`src/rtl/sprite_compositor_pkg.sv`:
```
// Shared constants and helpers for the sprite compositor: map window, colours,
// wall encoding and packed-slice extraction.
package sprite_compositor_pkg;

  localparam int MAP_LU_X = 150;
  localparam int MAP_LU_Y = 50;
  localparam int MAP_RD_X = 497;
  localparam int MAP_RD_Y = 455;
  localparam int SCR_W    = 640;
  localparam int SCR_H    = 480;

  localparam logic [7:0] COLOR_BG   = 8'b00000000;
  localparam logic [7:0] COLOR_WALL = 8'b11010000;

  localparam logic [1:0] MAP_WALL = 2'b00;

  localparam int SLICE_MAX = 16;
  localparam int VEC_MAX   = 128;

  // Extract slice k of width w from a zero-extended packed vector.
  function automatic logic [SLICE_MAX-1:0] getSlice(input logic [VEC_MAX-1:0] vec,
                                                    input int k, input int w);
    logic [SLICE_MAX-1:0] mask;
    mask = (SLICE_MAX'(1) << w) - SLICE_MAX'(1);
    return SLICE_MAX'(vec >> (k * w)) & mask;
  endfunction

endpackage

```
`src/rtl/sprite_compositor_hit.sv`:
```
// Combinational bounding-box test of one square sprite against the current pixel.
module sprite_hit #(
  parameter int COORD_W  = 11,
  parameter int POS_W    = 9,
  parameter int SPRITE_W = 24,
  parameter int MAP_LU_X = 150,
  parameter int MAP_LU_Y = 50
) (
  input  logic [COORD_W-1:0] x_i,
  input  logic [COORD_W-1:0] y_i,
  input  logic [POS_W-1:0]   posX_i,
  input  logic [POS_W-1:0]   posY_i,
  input  logic               en_i,
  input  logic               inmap_i,
  output logic               hit_o
);

  localparam int EW = COORD_W + 1;
  localparam logic [EW-1:0] HALF = EW'(SPRITE_W / 2);

  logic [EW-1:0] px, py, loX, hiX, loY, hiY, cx, cy;

  assign px = EW'(MAP_LU_X) + EW'(posX_i);
  assign py = EW'(MAP_LU_Y) + EW'(posY_i);

  // A lower bound that would go negative clips to zero instead of wrapping.
  assign loX = (px >= HALF) ? px - HALF : '0;
  assign loY = (py >= HALF) ? py - HALF : '0;
  assign hiX = px + HALF;
  assign hiY = py + HALF;
  assign cx  = EW'(x_i);
  assign cy  = EW'(y_i);

  assign hit_o = en_i && inmap_i && (cx >= loX) && (cx < hiX) && (cy >= loY) && (cy < hiY);

endmodule

```
`src/rtl/sprite_compositor.sv`:
```
// Per-pixel compositor: overlays prioritised sprites on the maze map and reports
// per-frame collisions of sprite 0 against other sprites and walls.
module sprite_compositor
  import sprite_compositor_pkg::*;
#(
  parameter int N_SPRITES = 4,
  parameter int COORD_W   = 11,
  parameter int POS_W     = 9,
  parameter int SPRITE_W  = 24,
  parameter int RGB_W     = 8
) (
  input  logic                       clk,
  input  logic                       reset,
  input  logic [COORD_W-1:0]         x,
  input  logic [COORD_W-1:0]         y,
  input  logic                       pix_valid,
  input  logic                       frame_start,
  input  logic [N_SPRITES*POS_W-1:0] spr_x,
  input  logic [N_SPRITES*POS_W-1:0] spr_y,
  input  logic [N_SPRITES-1:0]       spr_en,
  input  logic [N_SPRITES*RGB_W-1:0] spr_color,
  output logic [POS_W-1:0]           map_x,
  output logic [POS_W-1:0]           map_y,
  input  logic [1:0]                 map_pixel,
  output logic [RGB_W-1:0]           rgb,
  output logic                       rgb_valid,
  output logic [N_SPRITES-1:0]       coll_spr,
  output logic                       coll_wall,
  output logic                       coll_valid
);

  localparam logic [N_SPRITES-1:0] OTHER_MASK = ~N_SPRITES'(1);

  logic [N_SPRITES*POS_W-1:0] shX_q, shY_q;
  logic [N_SPRITES-1:0]       shEn_q;
  logic [N_SPRITES*RGB_W-1:0] shColor_q;

  logic [COORD_W-1:0] x0_q, y0_q;
  logic               v0_q, inmap0_q, onscr0_q;
  logic [POS_W-1:0]   mapX_q, mapY_q;
  logic               inmap_d, onscr_d;

  logic [N_SPRITES-1:0] hitVec, hit1_q;
  logic                 anyHit_d, anyHit1_q;
  logic [RGB_W-1:0]     color_d, color1_q;
  logic                 v1_q, inmap1_q, onscr1_q;

  logic                 wall;
  logic [RGB_W-1:0]     rgb_d, rgb_q;
  logic [N_SPRITES-1:0] accSpr_d, accSpr_q, collSpr_q;
  logic                 accWall_d, accWall_q, collWall_q, collValid_q;

  // Shadow copies of the sprite table; only these feed rendering and collisions.
  always_ff @(posedge clk or negedge reset) begin
    if (!reset) begin
      shX_q     <= '0;
      shY_q     <= '0;
      shEn_q    <= '0;
      shColor_q <= '0;
    end else if (frame_start) begin
      shX_q     <= spr_x;
      shY_q     <= spr_y;
      shEn_q    <= spr_en;
      shColor_q <= spr_color;
    end
  end

  assign inmap_d = (x >= COORD_W'(MAP_LU_X)) && (x < COORD_W'(MAP_RD_X)) &&
                   (y >= COORD_W'(MAP_LU_Y)) && (y < COORD_W'(MAP_RD_Y));
  assign onscr_d = (x < COORD_W'(SCR_W)) && (y < COORD_W'(SCR_H));

  always_ff @(posedge clk or negedge reset) begin
    if (!reset) begin
      x0_q     <= '0;
      y0_q     <= '0;
      v0_q     <= 1'b0;
      inmap0_q <= 1'b0;
      onscr0_q <= 1'b0;
      mapX_q   <= '0;
      mapY_q   <= '0;
    end else begin
      x0_q     <= x;
      y0_q     <= y;
      v0_q     <= pix_valid;
      inmap0_q <= inmap_d;
      onscr0_q <= onscr_d;
      mapX_q   <= POS_W'(x - COORD_W'(MAP_LU_X));
      mapY_q   <= POS_W'(y - COORD_W'(MAP_LU_Y));
    end
  end

  assign map_x = mapX_q;
  assign map_y = mapY_q;

  for (genvar k = 0; k < N_SPRITES; k++) begin : gHit
    sprite_hit #(
      .COORD_W (COORD_W),
      .POS_W   (POS_W),
      .SPRITE_W(SPRITE_W),
      .MAP_LU_X(MAP_LU_X),
      .MAP_LU_Y(MAP_LU_Y)
    ) uHit (
      .x_i    (x0_q),
      .y_i    (y0_q),
      .posX_i (shX_q[k*POS_W +: POS_W]),
      .posY_i (shY_q[k*POS_W +: POS_W]),
      .en_i   (shEn_q[k]),
      .inmap_i(inmap0_q),
      .hit_o  (hitVec[k])
    );
  end

  // Scan from lowest priority up so the lowest hitting index wins.
  always_comb begin
    anyHit_d = 1'b0;
    color_d  = '0;
    for (int k = N_SPRITES - 1; k >= 0; k--) begin
      if (hitVec[k]) begin
        anyHit_d = 1'b1;
        color_d  = RGB_W'(getSlice(VEC_MAX'(shColor_q), k, RGB_W));
      end
    end
  end

  always_ff @(posedge clk or negedge reset) begin
    if (!reset) begin
      hit1_q    <= '0;
      anyHit1_q <= 1'b0;
      color1_q  <= '0;
      v1_q      <= 1'b0;
      inmap1_q  <= 1'b0;
      onscr1_q  <= 1'b0;
    end else begin
      hit1_q    <= hitVec;
      anyHit1_q <= anyHit_d;
      color1_q  <= color_d;
      v1_q      <= v0_q;
      inmap1_q  <= inmap0_q;
      onscr1_q  <= onscr0_q;
    end
  end

  // Map ROM data arrives aligned with the stage-1 registers.
  assign wall = inmap1_q && (map_pixel == MAP_WALL);

  always_comb begin
    rgb_d = rgb_q;
    if (v1_q) begin
      if (!(onscr1_q && inmap1_q)) rgb_d = RGB_W'(COLOR_BG);
      else if (anyHit1_q)          rgb_d = color1_q;
      else if (wall)               rgb_d = RGB_W'(COLOR_WALL);
      else                         rgb_d = RGB_W'(COLOR_BG);
    end
  end

  assign rgb       = rgb_d;
  assign rgb_valid = v1_q;

  // At a frame boundary the old totals are flushed and the current pixel seeds the new ones.
  always_comb begin
    accSpr_d  = frame_start ? '0 : accSpr_q;
    accWall_d = frame_start ? 1'b0 : accWall_q;
    if (v1_q && hit1_q[0]) begin
      accSpr_d  = accSpr_d | (hit1_q & OTHER_MASK);
      accWall_d = accWall_d | wall;
    end
  end

  always_ff @(posedge clk or negedge reset) begin
    if (!reset) begin
      rgb_q       <= RGB_W'(COLOR_BG);
      accSpr_q    <= '0;
      accWall_q   <= 1'b0;
      collSpr_q   <= '0;
      collWall_q  <= 1'b0;
      collValid_q <= 1'b0;
    end else begin
      rgb_q       <= rgb_d;
      accSpr_q    <= accSpr_d;
      accWall_q   <= accWall_d;
      collValid_q <= frame_start;
      if (frame_start) begin
        collSpr_q  <= accSpr_q;
        collWall_q <= accWall_q;
      end
    end
  end

  assign coll_spr   = collSpr_q;
  assign coll_wall  = collWall_q;
  assign coll_valid = collValid_q;

endmodule

```
`config.mk`:
```
export PLATFORM = sky130hd
export DESIGN_NAME = sprite_compositor
export DESIGN_NICKNAME = d
export VERILOG_FILES = /design/src/rtl/sprite_compositor_pkg.sv /design/src/rtl/sprite_compositor_hit.sv /design/src/rtl/sprite_compositor.sv
export SDC_FILE = /design/constraint.sdc
export NUM_CORES = 1
export LEC_CHECK = 0
export BUFFER_PORTS_ARGS = -buffer_cell sky130_fd_sc_hd__buf_2
export CELL_PAD_IN_SITES_DETAIL_PLACEMENT = 0
export CELL_PAD_IN_SITES_GLOBAL_PLACEMENT = 1
export CORE_MARGIN = 3
export CORE_UTILIZATION = 46
export CTS_BUF_LIST = sky130_fd_sc_hd__clkbuf_8 sky130_fd_sc_hd__clkbuf_16
export DETAILED_ROUTE_END_ITERATION = 10
export PLACE_DENSITY = 0.89
export SLEW_MARGIN = 20
export SYNTH_ARGS = -nofsm -noshare
export SYNTH_HDL_FRONTEND = slang
export SYNTH_SLANG_ARGS = --single-unit
```
`constraint.sdc`:
```
create_clock -name clk -period 4.1 [get_ports clk]
set_clock_uncertainty 0.05 [all_clocks]
set_input_delay 0.82 -clock clk [delete_from_list [all_inputs] [get_ports clk]]
set_output_delay 0.82 -clock clk [all_outputs]
set_load 0.005 [all_outputs]
```
==> flow_summary.ini <==
[logic_synthesis]
synth_edf_count = 0
ys_ff_latch = 182
yosysTopAreaCell = dfrtp_1
postSynthAreaPerCell_sq_um = 10.21
async_flop_share_pct = 100.0
ys_types = 71
yosysSeqAreaShare_pct = 34.91
synth_most_common_cell = ha_1
yosysWarnings = 0
synth_cells = 1278
synthTopCellsByArea = dfrtp_1, ha_1, mux2_2, xnor2_1, xor2_1
synth_common_cells = ha_1, dfrtp_1, mux2_2, nand2_1, inv_1
synth_area_sq_um = 13050
synthFlopType = dfrtp_1
synth_top_cell_area_share_pct = 34.91

[global_route]
track_usage_pct = 21.23
grt_pass1_wl_microns = 52090
grt_start_max_net_pins = 94
globalRouteOverflowTotal = 0
grt_pass1_vias = 10375
antenna_found_initial = 1

[routing]
ant_nets = 0
m1WireLength_microns = 14630
first_pass_iters = 4
wl_microns = 32040
drt_iter0_drc = 542
vias = 10066
met2_wirelength_microns = 15360
drc = 0
routed-wl-met3_microns = 1475
top_layer_used = met5
avgViaCountPerCell = 5.423
wire_per_inst_microns = 17.26

[critical_path]
cpMaxStageDelayCell = dfrtp_2
cp.buffers_inverters = 2
crit_family = compound AO/OA/AOI/OAI gates
cpPeakStageDelay_ns = 0.45
rrSetupSlack_ns = 0.25
worstReg2RegStart = shY_q[19]
crit_fanout = 5
r2r-end = color1_q[5]
crit_type = flip-flop to flip-flop
cp.arrival_ns = 4.13
start_kind = flip-flop
r2r_cells = 18
crit_chain = ha_4 -> xor2_4 -> inv_1 -> ha_1 -> and3b_2 -> nor2_1 -> o21ai_0 -> nand2_1 -> xor2_1 -> ha_1 -> and4_1 -> a21o_1 -> o211ai_1 -> o2111a_2 -> o211ai_1 -> buf_4 -> o211a_1 -> a221oi_2
worstSetupEndpointType = flip-flop
cp.required_ns = 4.39
crit_cells = 18

[min_path]
min_from = onscr0_q
hold_class = flip-flop to flip-flop
worstHoldPathCells = 0
hold_end = onscr1_q

[pwr]
seqPwrFrac_pct = 35.1
ir_drop_uv = 303.3
power_switching_mw = 2.181
p_leak_nw = 7.213
internal_power_mw = 3.791
pwr_density_cell_nw_per_um2 = 394.1
swShare_pct = 36.52
comb_power_share_pct = 37.8
pwr-share-clk_pct = 27.1

[timing]
finalCritPeriodShare_pct = 93.82
max-slew-margin-rel_pct = 48.88
slew_violations = 0
tightestPinTransition_ns = 0.7668
setup_tns_ns = 0
fmax_ghz = 0.2600
fin_ws_ns = 0.2533
setup_viol = 0
post-route-min-period_ns = 3.847
hold_viol = 0

[clocking]
cts-root-buf = clkbuf_16
cts.path.max_buffers = 2
cts_sinks = 182
htree_num_levels = 4
cts_hold_buf = 0
clock_latency_ns = 0.44
numCtsBuffers = 17
clkSlewWorstSetupHoldPaths_ns = 0.08
cts_tree = built

[layout]
final_layout_size_suffix_gt1_share_pct = 23.68
seq_area_sq_um = 4556
final_nets = 1806
diodes = 0
multiInputGateArea_sq_um = 8184
nFillCells = 2498
area.growth.synth_to_final_pct = 16.16

[die]
pin_count = 169
coreArea_sq_um = 27860
rows = 61
die_w_microns = 174.4
start_util_pct = 46.83
die_y_microns = 174.4
fp.dieArea_sq_um = 30420

[placed_design]
port_buffers = 167
hpwl_microns = 24370
place.gp.congestion = 0.8570
pre_cts_ws_ns = 0.09788

[flow_run]
cap_violations = 0

[status]
status = finished, final reports clean
cell type report:
cell class                      count  share of cell area [%]
Timing Repair Buffer              195                   7.059
Inverter                           78                   1.932
Clock buffer                       18                   2.898
Multi-Input combinational cell    991                   54.00
Clock inverter                     14                  0.9247
Sequential cell                   182                   30.06
Tap cell                          378                   3.121
layout by cell type (no fill, tap or decap), drive strengths merged, types with 5 or more instances in the layout:
master,count
o31ai,5
or3,5
o21a,10
and3,6
xor2,67
ha,205
a221oi,6
nand2b,11
buf,194
clkbuf,19
nand4,14
a21boi,8
xnor2,74
mux2i,6
nor3,29
nor3b,11
a2111oi,7
o211ai,9
a211oi,8
a21oi,47
o21ai,67
nand2,83
conb,17
nor2,54
a31oi,14
mux2,97
dfrtp,182
clkinv,6
nand3b,21
nor2b,11
o2111ai,6
inv,84
nand3,36
a21o,12
worst max-delay path by stage:
stage / start / endpoint
final: shY_q[19] / color1_q[5]
after floorplan: shY_q[19] / color1_q[5]
after global routing: shY_q[10] / color1_q[3]
after detailed placement: shY_q[19] / color1_q[2]
after global placement: shY_q[19] / color1_q[6]
after CTS: shY_q[19] / color1_q[3]
state kept, by name, indices dropped and copies added, names as in the netlist, 3 cells and up:
register	count
x0_q	10
hit1_q	4
y0_q	10
shEn_q	4
shColor_q	32
color1_q	8
rgb_q	8
map_y	9
map_x	9
coll_spr	3
shY_q	36
accSpr_q	3
shX_q	36
metrics by stage:
step | cells | hold WS (ns) | power (mW) | utilization (%) | instance area [sq um]
2_1_floorplan | 1293 | 0.2812 | 3.707 | - | 13100
3_5_place_dp | 1817 | 0.2942 | 4.331 | 51.73 | 14410
3_3_place_gp | 1817 | 0.2837 | 4.248 | 51.73 | 14410
4_1_cts | 1849 | 0.3154 | 5.980 | 53.84 | 15000
5_1_grt | 1856 | 0.3243 | 6.431 | 54.40 | 15150
6_report | 1856 | 0.3166 | 5.972 | 54.40 | 15150
logic make-up after synthesis:
group | share of synthesized area [%]
AO/OA/AOI/OAI | 11.95
XOR/XNOR | 9.466
adder cells (fa/ha/maj) | 19.81
buffers and inverters | 3.635
flip-flops | 34.91
multiplexers | 8.833
other | 0.05756
AND/OR/NAND/NOR | 11.34
layer usage:
layer	GRT usage (%)	vias to the layer above
li1	-	4916
met2	36.06	216
met1	27.90	4895
met5	0	-
met4	5.362	2
met3	4.150	37
power by group through the flow:
stage | registers, mW | clock network, mW | logic (mW)
finish | 2.10 | 1.62 | 2.26
floorplan | 2.06 | 0 | 1.64
detailed placement | 2.13 | 0 | 2.21
CTS | 2.09 | 1.65 | 2.24
global placement | 2.12 | 0 | 2.13
global route | 2.12 | 1.72 | 2.59
repair_timing:
| action | CTS | global route |
|---|---|---|
| setup buffers | 0 | 7 |
| pin swaps | 0 | 2 |
| setup endpoints to repair | 1 | 9 |
| resized for setup | 1 | 19 |
(Power assumes the default switching activity.)
